[config.mk]
export PLATFORM = sky130hd
export DESIGN_NAME = avalon_st_msg_sender_flat
export DESIGN_NICKNAME = d
export VERILOG_FILES = /design/src/rtl/avalon_st_pkg.sv /design/src/rtl/avalon_st_if.sv /design/src/rtl/avalon_st_out_reg.sv /design/src/rtl/avalon_st_msg_sender.sv /design/src/flat_wrapper.sv
export SDC_FILE = /design/constraint.sdc
export NUM_CORES = 1
export LEC_CHECK = 0
export ABC_AREA = 1
export ABC_CLOCK_PERIOD_IN_PS = 1900
export CAP_MARGIN = 15
export CORE_MARGIN = 4
export CORE_UTILIZATION = 42
export CTS_CLUSTER_SIZE = 24
export DETAILED_ROUTE_END_ITERATION = 6
export HOLD_SLACK_MARGIN = 0.1
export PLACE_DENSITY = 0.89
export SKIP_LAST_GASP = 1
export SLEW_MARGIN = 10
export SYNTH_ARGS = -nofsm -noshare
export SYNTH_HDL_FRONTEND = slang
export SYNTH_SLANG_ARGS = --single-unit
[constraint.sdc]
create_clock -name clk -period 1.9 [get_ports clk]
set_input_delay 0.19 -clock clk [delete_from_list [all_inputs] [get_ports clk]]
set_output_delay 0.19 -clock clk [all_outputs]
set_load 0.005 [all_outputs]
[src/rtl/avalon_st_pkg.sv]
// Shared types and helpers for Avalon-ST stream sources.
package avalon_st_pkg;

  localparam int unsigned DEFAULT_DATA_WIDTH_IN_BYTES = 16;

  typedef enum logic {
    IDLE = 1'b0,
    SEND = 1'b1
  } avalon_st_sender_sm_t;

  // Number of beats needed to carry len bytes.
  function automatic int unsigned ceil_div_beats(input int unsigned len,
                                                 input int unsigned bytes_per_beat);
    return (len + bytes_per_beat - 1) / bytes_per_beat;
  endfunction

endpackage

[src/rtl/avalon_st_if.sv]
// Avalon-ST stream bundle: valid/ready handshake plus sop/eop/empty framing.
interface avalon_st_if #(
  parameter int unsigned DATA_WIDTH_IN_BYTES = 16,
  parameter int unsigned EMPTY_WIDTH = (DATA_WIDTH_IN_BYTES > 1) ? $clog2(DATA_WIDTH_IN_BYTES) : 1
);
  logic                             valid;
  logic                             ready;
  logic                             sop;
  logic                             eop;
  logic [EMPTY_WIDTH-1:0]           empty;
  logic [DATA_WIDTH_IN_BYTES*8-1:0] data;

  modport master (output valid, sop, eop, empty, data, input ready);
  modport slave  (input valid, sop, eop, empty, data, output ready);
endinterface

[src/rtl/avalon_st_out_reg.sv]
// Valid/ready holding register: holds under backpressure, supports accept-and-reload.
module avalon_st_out_reg #(
  parameter int unsigned DATA_W  = 128,
  parameter int unsigned EMPTY_W = 4
) (
  input  logic               clk,
  input  logic               rst,
  input  logic               load,
  input  logic               load_sop,
  input  logic               load_eop,
  input  logic [EMPTY_W-1:0] load_empty,
  input  logic [DATA_W-1:0]  load_data,
  input  logic               out_ready,
  output logic               out_valid,
  output logic               out_sop,
  output logic               out_eop,
  output logic [EMPTY_W-1:0] out_empty,
  output logic [DATA_W-1:0]  out_data,
  output logic               accept_c,
  output logic               can_load_c
);

  logic               valid_q, valid_d;
  logic               sop_q, sop_d;
  logic               eop_q, eop_d;
  logic [EMPTY_W-1:0] empty_q, empty_d;
  logic [DATA_W-1:0]  data_q, data_d;

  assign accept_c   = valid_q & out_ready;
  assign can_load_c = ~valid_q | out_ready;

  always_comb begin
    valid_d = valid_q;
    sop_d   = sop_q;
    eop_d   = eop_q;
    empty_d = empty_q;
    data_d  = data_q;
    if (load) begin
      valid_d = 1'b1;
      sop_d   = load_sop;
      eop_d   = load_eop;
      empty_d = load_empty;
      data_d  = load_data;
    end else if (accept_c) begin
      valid_d = 1'b0;
      sop_d   = 1'b0;
      eop_d   = 1'b0;
    end
  end

  always_ff @(posedge clk) begin
    if (rst) begin
      valid_q <= 1'b0;
      sop_q   <= 1'b0;
      eop_q   <= 1'b0;
      empty_q <= '0;
      data_q  <= '0;
    end else begin
      valid_q <= valid_d;
      sop_q   <= sop_d;
      eop_q   <= eop_d;
      empty_q <= empty_d;
      data_q  <= data_d;
    end
  end

  assign out_valid = valid_q;
  assign out_sop   = sop_q;
  assign out_eop   = eop_q;
  assign out_empty = empty_q;
  assign out_data  = data_q;

endmodule

[src/rtl/avalon_st_msg_sender.sv]
// Frames a length-tagged message from an upstream word stream into one
// Avalon-ST packet with a single sop, a single eop and the correct empty.
module avalon_st_msg_sender
  import avalon_st_pkg::*;
#(
  parameter int unsigned DATA_WIDTH_IN_BYTES = DEFAULT_DATA_WIDTH_IN_BYTES,
  parameter int unsigned MAX_MSG_LEN_BYTES   = 2048,
  parameter int unsigned LEN_WIDTH           = $clog2(MAX_MSG_LEN_BYTES + 1),
  parameter int unsigned EMPTY_WIDTH         = $clog2(DATA_WIDTH_IN_BYTES)
) (
  input  logic                             clk,
  input  logic                             rst,
  input  logic                             cmd_valid,
  output logic                             cmd_ready,
  input  logic [LEN_WIDTH-1:0]             cmd_len,
  input  logic [DATA_WIDTH_IN_BYTES*8-1:0] data_in,
  input  logic                             data_in_valid,
  output logic                             data_in_ready,
  avalon_st_if.master                      msg_out,
  output logic                             len_error,
  output logic                             busy
);

  localparam int unsigned DATA_W = DATA_WIDTH_IN_BYTES * 8;
  localparam int unsigned CALC_W = LEN_WIDTH + 1;

  avalon_st_sender_sm_t   state_q, state_d;
  logic [CALC_W-1:0]      beats_left_q, beats_left_d;
  logic [EMPTY_WIDTH-1:0] last_empty_q, last_empty_d;
  logic                   first_q, first_d;
  logic                   cmd_ready_q, cmd_ready_d;
  logic                   busy_q, busy_d;
  logic                   len_error_q, len_error_d;

  logic                   cmd_legal_c;
  logic [CALC_W-1:0]      beats_total_c;
  logic                   consume_c;
  logic                   load_eop_c;
  logic [EMPTY_WIDTH-1:0] load_empty_c;
  logic                   accept_c;
  logic                   can_load_c;
  logic                   out_valid, out_sop, out_eop;
  logic [EMPTY_WIDTH-1:0] out_empty;
  logic [DATA_W-1:0]      out_data;

  assign cmd_legal_c   = (cmd_len != '0) &&
                         (CALC_W'(cmd_len) <= CALC_W'(MAX_MSG_LEN_BYTES));
  assign beats_total_c = CALC_W'(ceil_div_beats(32'(cmd_len), DATA_WIDTH_IN_BYTES));

  // Upstream is never drained while reset is asserted.
  assign data_in_ready = ~rst && (state_q == SEND) && (beats_left_q != '0) && can_load_c;
  assign consume_c     = data_in_valid & data_in_ready;
  assign load_eop_c    = (beats_left_q == CALC_W'(1));
  assign load_empty_c  = load_eop_c ? last_empty_q : '0;

  always_comb begin
    state_d      = state_q;
    beats_left_d = beats_left_q;
    last_empty_d = last_empty_q;
    first_d      = first_q;
    len_error_d  = 1'b0;
    case (state_q)
      IDLE: begin
        if (cmd_valid && cmd_ready_q) begin
          if (cmd_legal_c) begin
            state_d      = SEND;
            beats_left_d = beats_total_c;
            first_d      = 1'b1;
            last_empty_d = EMPTY_WIDTH'(beats_total_c * CALC_W'(DATA_WIDTH_IN_BYTES)
                                        - CALC_W'(cmd_len));
          end else begin
            len_error_d = 1'b1;
          end
        end
      end
      SEND: begin
        if (consume_c) begin
          beats_left_d = beats_left_q - CALC_W'(1);
          first_d      = 1'b0;
        end
        if (accept_c && out_eop) begin
          state_d = IDLE;
        end
      end
    endcase
    cmd_ready_d = (state_d == IDLE);
    busy_d      = (state_d == SEND);
  end

  always_ff @(posedge clk) begin
    if (rst) begin
      state_q      <= IDLE;
      beats_left_q <= '0;
      last_empty_q <= '0;
      first_q      <= 1'b0;
      cmd_ready_q  <= 1'b0;
      busy_q       <= 1'b0;
      len_error_q  <= 1'b0;
    end else begin
      state_q      <= state_d;
      beats_left_q <= beats_left_d;
      last_empty_q <= last_empty_d;
      first_q      <= first_d;
      cmd_ready_q  <= cmd_ready_d;
      busy_q       <= busy_d;
      len_error_q  <= len_error_d;
    end
  end

  avalon_st_out_reg #(
    .DATA_W  (DATA_W),
    .EMPTY_W (EMPTY_WIDTH)
  ) u_out_reg (
    .clk        (clk),
    .rst        (rst),
    .load       (consume_c),
    .load_sop   (first_q),
    .load_eop   (load_eop_c),
    .load_empty (load_empty_c),
    .load_data  (data_in),
    .out_ready  (msg_out.ready),
    .out_valid  (out_valid),
    .out_sop    (out_sop),
    .out_eop    (out_eop),
    .out_empty  (out_empty),
    .out_data   (out_data),
    .accept_c   (accept_c),
    .can_load_c (can_load_c)
  );

  assign msg_out.valid = out_valid;
  assign msg_out.sop   = out_sop;
  assign msg_out.eop   = out_eop;
  assign msg_out.empty = out_empty;
  assign msg_out.data  = out_data;

  assign cmd_ready = cmd_ready_q;
  assign busy      = busy_q;
  assign len_error = len_error_q;

endmodule

[src/flat_wrapper.sv]
// flat-port wrapper written by rule: the top's interface ports become plain ports
module avalon_st_msg_sender_flat import avalon_st_pkg::*;
#(
  parameter int unsigned DATA_WIDTH_IN_BYTES = DEFAULT_DATA_WIDTH_IN_BYTES,
  parameter int unsigned MAX_MSG_LEN_BYTES   = 2048,
  parameter int unsigned LEN_WIDTH           = $clog2(MAX_MSG_LEN_BYTES + 1),
  parameter int unsigned EMPTY_WIDTH         = $clog2(DATA_WIDTH_IN_BYTES)
)
  (clk, rst, cmd_valid, cmd_ready, cmd_len, data_in, data_in_valid, data_in_ready, len_error, busy, msg_out_valid, msg_out_sop, msg_out_eop, msg_out_empty, msg_out_data, msg_out_ready);
  avalon_st_if #(.DATA_WIDTH_IN_BYTES(DATA_WIDTH_IN_BYTES), .EMPTY_WIDTH(EMPTY_WIDTH)) msg_out_i ();
  input  logic clk;
  input  logic rst;
  input  logic cmd_valid;
  output logic cmd_ready;
  input  logic [LEN_WIDTH-1:0] cmd_len;
  input  logic [DATA_WIDTH_IN_BYTES*8-1:0] data_in;
  input  logic data_in_valid;
  output logic data_in_ready;
  output logic len_error;
  output logic busy;
  output wire logic [$bits(msg_out_i.valid)-1:0] msg_out_valid;
  output wire logic [$bits(msg_out_i.sop)-1:0] msg_out_sop;
  output wire logic [$bits(msg_out_i.eop)-1:0] msg_out_eop;
  output wire logic [$bits(msg_out_i.empty)-1:0] msg_out_empty;
  output wire logic [$bits(msg_out_i.data)-1:0] msg_out_data;
  input wire logic [$bits(msg_out_i.ready)-1:0] msg_out_ready;
  assign msg_out_valid = msg_out_i.valid;
  assign msg_out_sop = msg_out_i.sop;
  assign msg_out_eop = msg_out_i.eop;
  assign msg_out_empty = msg_out_i.empty;
  assign msg_out_data = msg_out_i.data;
  assign msg_out_i.ready = msg_out_ready;
  avalon_st_msg_sender #(.DATA_WIDTH_IN_BYTES(DATA_WIDTH_IN_BYTES), .MAX_MSG_LEN_BYTES(MAX_MSG_LEN_BYTES), .LEN_WIDTH(LEN_WIDTH), .EMPTY_WIDTH(EMPTY_WIDTH)) u_core (.clk(clk), .rst(rst), .cmd_valid(cmd_valid), .cmd_ready(cmd_ready), .cmd_len(cmd_len), .data_in(data_in), .data_in_valid(data_in_valid), .data_in_ready(data_in_ready), .msg_out(msg_out_i), .len_error(len_error), .busy(busy));
endmodule
# [After elaboration in Yosys (flattened, before gate mapping)]
# Index checks and enable logic that the tools add are counted.
[op_classes] add_sub_neg=4 order_cmp=1 eq_ne=4 muxes=18 bitwise=8 n_reduce_logical=12
[op_table] cell="$mux 13" count=3
[op_table] cell="$pmux 13 s2" count=1
[op_table] cell="$sub 13x1->14 const B" count=1
[op_table] cell="$add 12x5->13 const B" count=1
[op_table] cell="$eq 13x1->1 const B" count=1
[op_table] cell="$reduce_bool 13->1" count=1
[op_table] cell="$sub 13x1->13 const B" count=1
[op_table] cell="$le 12x12->1 const B" count=1
[op_table] cell="$reduce_bool 12->1" count=1
[op_table] cell="$mux 1" count=11
[op_table] cell="$logic_and 1x1->1" count=6
[op_table] cell="$reduce_and 3->1" count=2
[op_table] cell="$not 1->1" count=5
[op_table] cell="$mux 4" count=1
[op_table] cell="$ne 2x1->1 const B" count=2
[op_table] cell="$pmux 1 s2" count=2
[op_table] cell="$sub 1x4->4 const A" count=1
[op_table] cell="$reduce_or 3->1" count=1
[op_table] cell="$and 1x1->1" count=2
[op_table] cell="$ne 2x2->1 const B" count=1
[op_table] cell="$reduce_bool 2->1" count=1
[op_table] cell="$or 1x1->1" count=1
[word_totals] regBits=156 input_bits=145 output_inout_bits=139 wordCells=58

# [Depth between registers and ports, before layout]
# Gate-level depths: netlist of the first run.
[depth] ltp_word=7 depth_mapped=12 depth_no_buf=11

# [Modules after synthesis]
# From an unflattened synthesis of the first run, not the netlist that was laid out.
[unflattened] cells_unflattened=882 area_unflattened_um2=6502.5
[modules_own_cells] module="avalon_st_out_reg" instances=1 cells_each=587 area_each_um2=4740.8 seq_area_each_um2=2702.6
[modules_own_cells] module="avalon_st_msg_sender" instances=1 cells_each=295 area_each_um2=1761.7 seq_area_each_um2=420.4

# [Least setup slack after synthesis of the first run]
# No wires, ideal clock.
[synth_path] path_type="register to register" startpoint="register u_core.beats_left_q[0]" endpoint="register u_core.u_out_reg.data_q[0] (netlist: u_core.u_out_reg.out_data[0])" setup_time_ns=0.132 arrival_ns=1.385 required_time_ns=1.768 path_slack_ns=0.382 path_stages_with_launch=13 n_path_buf=3 period_less_slack_ns=1.518 cell_sequence="dfxtp_1 -> inv_1 -> ha_1 -> nand2_1 -> nor2_1 -> nand2_1 -> nand3_1 -> buf_6 -> inv_4 -> buf_6 -> buf_4 -> nand2_1 -> a21oi_1"
[synth_between] elab_chain_len=4
[synth_rtl] element="start: declaration" line="avalon_st_msg_sender.sv:28" rtl="logic [CALC_W-1:0] beats_left_q, beats_left_d;"
[synth_rtl] element="start signal: assignment" line="avalon_st_msg_sender.sv:101" rtl="beats_left_q <= beats_left_d;"
[synth_rtl] element="$reduce_bool 13->1" line="avalon_st_msg_sender.sv:51" rtl="assign data_in_ready = ~rst && (state_q == SEND) && (beats_left_q != '0) && can_load_c;"
[synth_rtl] element="$logic_and 1x1->1 (2 in a row)" line="avalon_st_msg_sender.sv:51"
[synth_rtl] element="$and 1x1->1" line="avalon_st_msg_sender.sv:52" rtl="assign consume_c = data_in_valid & data_in_ready;"
[synth_rtl] element="end signal: assignment" line="avalon_st_out_reg.sv:63" rtl="data_q <= data_d;"
[synth_rtl] element="end: declaration" line="avalon_st_out_reg.sv:27" rtl="logic [DATA_W-1:0] data_q, data_d;"
# No other way between the ends.
# A chain may end at the register's enable or synchronous reset.

# [Worst setup path after layout of the first run]
[layout_path] startpoint="register u_core.beats_left_q[5]" endpoint="register u_core.u_out_reg.data_q[118] (netlist: u_core.u_out_reg.out_data[118])"
# Same word-level chain as after synthesis.

==> results.toml, run 1 <==
[power]
power_density_mw_per_mm2 = 774
p_seq_frac = 0.431
p_sw_w = 0.00184
ir_worst_vdd_v = 0.000561
p_comb_frac = 0.117
p_sw_frac = 0.235
p_leak_nw = 3.79
clockPowerShare = 0.453
intPower_w = 0.00599

[min_path]
hold_class = "in -> reg"
hold_start = "data_in[45]"
whs_endpoint = "u_core.u_out_reg.out_data[45]"
min_path_cells = 3

[finish]
utilization = 0.693
design_area_sq_mm = 0.0101
instances_no_fill = 1356
diodes = 0
final_nets = 1308
drive_gt1_frac = 0.0734
area_delta_synth_final_pct = 60.9

[clock_network]
clk_latency_ps = 420
cts_buffer_depth = 2
cts-root-buf = "clkbuf_16"
numCtsBuffers = 17
cts.sinks = 156
cts.reportedPaths.clkPinSlew_ps = 60
htree_levels = 4
cts_tree = "built"

[route]
wirelength_mm = 20.9
drc = 0
firstDrtPassIters = 4
via_per_inst = 5.03
drtIter0Drc = 393
drt-wirelength-per-cell_um = 15.4
vias = 6817
final_antenna_net_count = 0

[place]
io_buffers = 283
dp.cells = 1318
preCtsSetupSlack_ps = -30.7
place_area_sq_mm = 0.00936
gp_congestion = 0.887
dp_hpwl_mm = 14.4

[synthesis]
synth_seq_cells = 156
synth_largest_area_cell = "dfxtp_1"
synth_top_family_by_area = "simple AND/OR/NAND/NOR gates"
syn_area_per_cell_sq_um = 7.21
yosys.area_share.xor_xnor = 0.00418
synthArstFlopShare = 0
ys.flop_type = "dfxtp_1"
synth-compound-area-share = 0.123
synthMuxAreaShare = 0
yosys-top-cells-count = "nand2_1 (346), dfxtp_1 (156), a21oi_1 (144)"
synthCells = 872
ys_seq_area_frac = 0.497
synth_most_common_cell = "nand2_1"
post_synth_and_or_nand_nor_area_fraction = 0.291
synthAdderAreaFrac = 0.00796
synth_area_sq_mm = 0.00628
synth_fp_nets = 1021
yosysWarnings = 0
synth.distinct_cells = 25
synth.area.top_cells = "dfxtp_1 (50%), nand2_1 (21%), a21oi_1 (11%)"
synth-edff-count = 0
synth_top_area_frac = 0.497

[timing]
hold_slack_ps = 320
skew_ps = 10.7
min_period_over_period = 0.971
hold_violations = 0
setup_viol_count_final = 0
slew_violations = 0
setup_slack_ps = 55.6
maxSlewHeadroom = 0.529
period_minus_slack_ps = 1840
clock.fmax_mhz = 542
tightest_slew_ps = 707

[setup_path]
crit_family = "simple AND/OR/NAND/NOR gates"
regToRegSetupSlack_ps = 60
r2r-end = "u_core.u_out_reg.out_data[118]"
cp_cell_sequence = "nor2_4 > nand2_2 > nor2_2 > nand2_2 > buf_4 > nand3_4 > buf_4 > clkbuf_16 > nand2_1 > a21oi_1"
cp_slowest_stage_delay_ps = 350
cp_num_buf_inv = 3
arrival_ps = 2170
reg2regPathDepth = 10
crit_type = "reg -> reg"
critPathLaunchType = "register"
slowest_stage = "dfxtp_1"
r2r-start = "u_core.beats_left_q[5]"
cp.required_ps = 2230
path_max_fanout = 18
crit_path_end_kind = "register"

[die]
row_count = 44
die_y_um = 130
dieArea_sq_mm = 0.0170
io_pins = 284
start_util = 0.431
coreArea_sq_mm = 0.0146
dieWidth_um = 130

[global_routing]
grt_first_pass_wirelength_mm = 30.6
grt_max_degree = 142
track_usage = 0.227
grt_antenna_before_repair = 0
grt_pass1_vias = 6291
grt_overflow = 0

[status]
status = "finished, final reports clean"

[job]
drv_cap = 0
==> logic make-up (layout without fill, tap and decap cells) <==
| kind of cell | Yosys count | after routing |
|---|---|---|
| simple gates | 459 | 459 |
| buf+inv | 96 | 396 |
| xor+xnor | 3 | 3 |
| fa+ha+maj | 4 | 4 |
| flops | 156 | 156 |
| compound gates | 154 | 154 |
==> per-stage QoR <==
stage               power, W  TNS [ps]
floorplan            0.00380         0
global placement     0.00429     -5.67
detailed placement   0.00431      -198
CTS                  0.00786         0
global route         0.00811      -381
finish               0.00783         0
==> worst max-delay path by stage <==
stage	slack, ps	end	depth (start not counted)	from
finish	60	u_core.u_out_reg.out_data[118]	10	u_core.beats_left_q[5]
global route	-70	u_core.u_out_reg.out_data[118]	10	u_core.beats_left_q[6]
CTS	30	data_in_ready	6	u_core.beats_left_q[9]
detailed placement	-30	u_core.beats_left_q[5]	12	cmd_len[0]
global placement	-4	u_core.beats_left_q[7]	12	cmd_len[0]
floorplan	380	u_core.u_out_reg.out_data[0]	12	u_core.beats_left_q[0]
==> power groups by stage <==
stage	Sequential (W)	Combinational [W]	Clock, W
final	0.00337	0.000913	0.00354
after global routing	0.00337	0.00101	0.00373
after CTS	0.00337	0.000890	0.00360
after detailed placement	0.00344	0.000871	0
after global placement	0.00344	0.000857	0
after floorplan	0.00344	0.000364	0
==> layout by cell type (no fill, tap or decap), drive strengths merged, types with 4 or more instances in the layout <==
master         count
clkbuf            23
nor2              46
clkdlybuf4s50    281
nand4              6
o21ai              9
dfxtp            156
clkinv             6
a21oi            144
nand3             52
nand2            347
inv               44
ha                 4
buf               36
==> metal layers <==
metal / track usage / share of wire
met1: 0.255 / 0.37
met2: 0.382 / 0.49
met3: 0.0941 / 0.11
met4: 0.0960 / 0.026
met5: 0 / 0
==> tightest hold or removal path, cell delays in order <==
cell and delay, ps:
clkdlybuf4s50_1 390, nand2_1 60, a21oi_1 50
==> state kept, by name, summed over array words and instances, names as in the netlist <==
name and flops:
u_core.u_out_reg.out_data 128, u_core.u_out_reg.out_eop 1, u_core.u_out_reg.out_empty 4, u_core.busy 1, u_core.last_empty_q 4, u_core.u_out_reg.out_sop 1, u_core.beats_left_q 13, u_core.cmd_ready 1
u_core.first_q 1, u_core.u_out_reg.out_valid 1, u_core.len_error 1
==> cell type report <==
type	count	area (sq um)
clock buffer	20	457
clock inverter	12	163
fill	1091	4480
inverter	42	163
multi-input combinational	620	2710
sequential	156	3120
tap	184	230
timing repair buffer	322	3270
==> timing repair <==
item / 4_1_cts / 5_1_grt
setup endpoints to repair: 1 / 43
hold endpoints to repair: 1 / 0
resized for setup: 4 / 9
setup buffers: 1 / 1
pin swaps: 0 / 2
gates cloned: 0 / 3
hold buffers: 1 / 0
(Power assumes the default switching activity.)
==> run 2, diff against run 1 <==
SLEW_MARGIN = 5   (was 10)
==> results of run 2 <==
The final DEF is identical to that of run 1; final timing and power are the same.
==> run 3, diff against run 2 <==
REMOVE_ABC_BUFFERS = 1   (was not set)
==> run 3 against run 2 <==
Effect of this change:
- final cell count shrank 0.88%
- fmax grew 2.1%
- clock skew grew 1.1 ps
- clock power shrank 5%
- routed wire length shrank 6.7%
- die area is the same
- power shrank 2.5%
- final area shrank 2.0%
- highest routed layer unchanged
==> results.toml, run 3 (synthesis gave the netlist of run 1 again) <==
[timing]
clock.fmax_mhz = 554
min_period_over_period = 0.950
grt_setup_unrepaired = "yes"
hold_slack_ps = 320
tns_ps = 0
setup_viol_count_final = 0
slew_violations = 0
setup_slack_ps = 94.4
period_minus_slack_ps = 1810
maxSlewHeadroom = 0.667
tightest_slew_ps = 499
hold_violations = 0
skew_ps = 11.8

[status]
status = "finished, final reports clean"

[finish]
largest_reg_flops = 128
diodes = 0
ff_latch_area_sq_mm = 0.00313
drive_gt1_frac = 0.0612
multi_input_area_sq_mm = 0.00270
num-fill-cells = 1132
area_delta_synth_final_pct = 57.7
layout_common_cells = "nand2_1 (346), clkdlybuf4s50_1 (281), dfxtp_1 (154), a21oi_1 (144), nand3_1 (51)"
layout_commonest_cell = "nand2_1"
final_nets = 1296

[setup_path]
critPathLaunchType = "register"
reg2regPathDepth = 11
arrival_ps = 1620
cp_slowest_stage_delay_ps = 350
r2r-end = "u_core.u_out_reg.out_data[53]"
crit_cells = 6
regToRegSetupSlack_ps = 110
path_max_fanout = 6
crit_path_end_kind = "output pin"
cp-endpoint = "data_in_ready"
startpoint = "u_core.beats_left_q[5]"
crit_family = "simple AND/OR/NAND/NOR gates"
cp_cell_sequence = "nor2_4 > nand2_2 > nor2_1 > nand2_1 > and2_1 > dlygate4sd2_1"
cp.required_ps = 1710
crit_type = "reg -> out"
cp_num_buf_inv = 1
r2r-start = "u_core.beats_left_q[0]"
slowest_stage = "dfxtp_2"

[global_routing]
grt_antenna_before_repair = 0
grt_pass1_vias = 6026
grt_overflow = 0
grt_first_pass_wirelength_mm = 29.5
grt_max_degree = 112
track_usage = 0.218

[route]
drtIter0Drc = 496
drc = 0
wirelength_mm = 19.5
firstDrtPassIters = 4
final_antenna_net_count = 0
drt-wirelength-per-cell_um = 14.5
via_per_inst = 4.85
vias = 6516

[power]
clockPowerShare = 0.442
p_sw_frac = 0.241
p_sw_w = 0.00184
power_density_mw_per_mm2 = 769
p_seq_frac = 0.442
p_comb_frac = 0.116
p_leak_nw = 3.68
ir_worst_vdd_v = 0.000719
intPower_w = 0.00579

[die]
coreArea_sq_mm = 0.0146
dieWidth_um = 130
io_pins = 284
dieArea_sq_mm = 0.0170
die_y_um = 130
start_util = 0.431
row_count = 44

[min_path]
hold_start = "data_in[104]"
hold_class = "in -> reg"
min_path_cells = 3

[clock_network]
htree_levels = 4
clk_latency_ps = 410
cts-root-buf = "clkbuf_16"
cts.reportedPaths.clkPinSlew_ps = 70
numCtsBuffers = 17
cts_hold_buffers = 0
cts_buffer_depth = 2
cts.sinks = 156
cts_tree = "built"

[place]
gp_congestion = 0.876
dp_hpwl_mm = 13.8
preCtsSetupSlack_ps = -38.7
io_buffers = 283

[job]
drv_cap = 0
## run 3: worst min path at each step
stage                                     endpoint  slack [ps]
detailed placement  u_core.u_out_reg.out_data[105]         450
global placement     u_core.u_out_reg.out_data[68]         450
floorplan                           u_core.first_q         260
global route         u_core.u_out_reg.out_data[69]         320
CTS                 u_core.u_out_reg.out_data[120]         310
finish              u_core.u_out_reg.out_data[104]         320
## run 3: area by class of cell
cell class,instances,share of cell area
timing repair buffer,310,0.314
inverter,42,0.0162
clock inverter,13,0.0153
clock buffer,19,0.0437
tap,184,0.0232
sequential,156,0.315
multi-input combinational,620,0.273
## run 3: metrics by stage
step | power (W) | util | instances | instance area (sq um)
2_1_floorplan | 0.00374 | - | 818 | 5960
3_3_place_gp | 0.00428 | 0.637 | 1309 | 9290
3_5_place_dp | 0.00430 | 0.637 | 1309 | 9290
4_1_cts | 0.00766 | 0.678 | 1342 | 9890
5_1_grt | 0.00793 | 0.679 | 1344 | 9910
6_report | 0.00763 | 0.679 | 1344 | 9910
## run 3: power by group through the flow
| stage | combinational, W | sequential [W] | clock (W) |
|---|---|---|---|
| final | 0.000887 | 0.00337 | 0.00337 |
| after global routing | 0.000975 | 0.00338 | 0.00358 |
| after CTS | 0.000877 | 0.00337 | 0.00341 |
| after detailed placement | 0.000860 | 0.00344 | 0 |
| after global placement | 0.000847 | 0.00344 | 0 |
| after floorplan | 0.000304 | 0.00344 | 0 |
## run 3: layer usage
metal	wire (um)	GRT usage	share of wire	vias to the layer above
met2	9520	0.366	0.49	220
li1	-	-	-	3318
met3	1820	0.0860	0.093	31
met4	484	0.0789	0.025	0
met5	0	0	0	-
met1	7670	0.252	0.39	2947
## run 3: tightest hold or removal path, stage by stage
cell and delay [ps]:
clkdlybuf4s50_1 390, nand2_1 60, a21oi_1 50
## run 3: what timing repair did
item,CTS,global route
endpoints found under the setup margin,1,17
gates resized for setup,4,4
pin swaps,0,2
hold endpoints to repair,0,0
buffers inserted,1,2
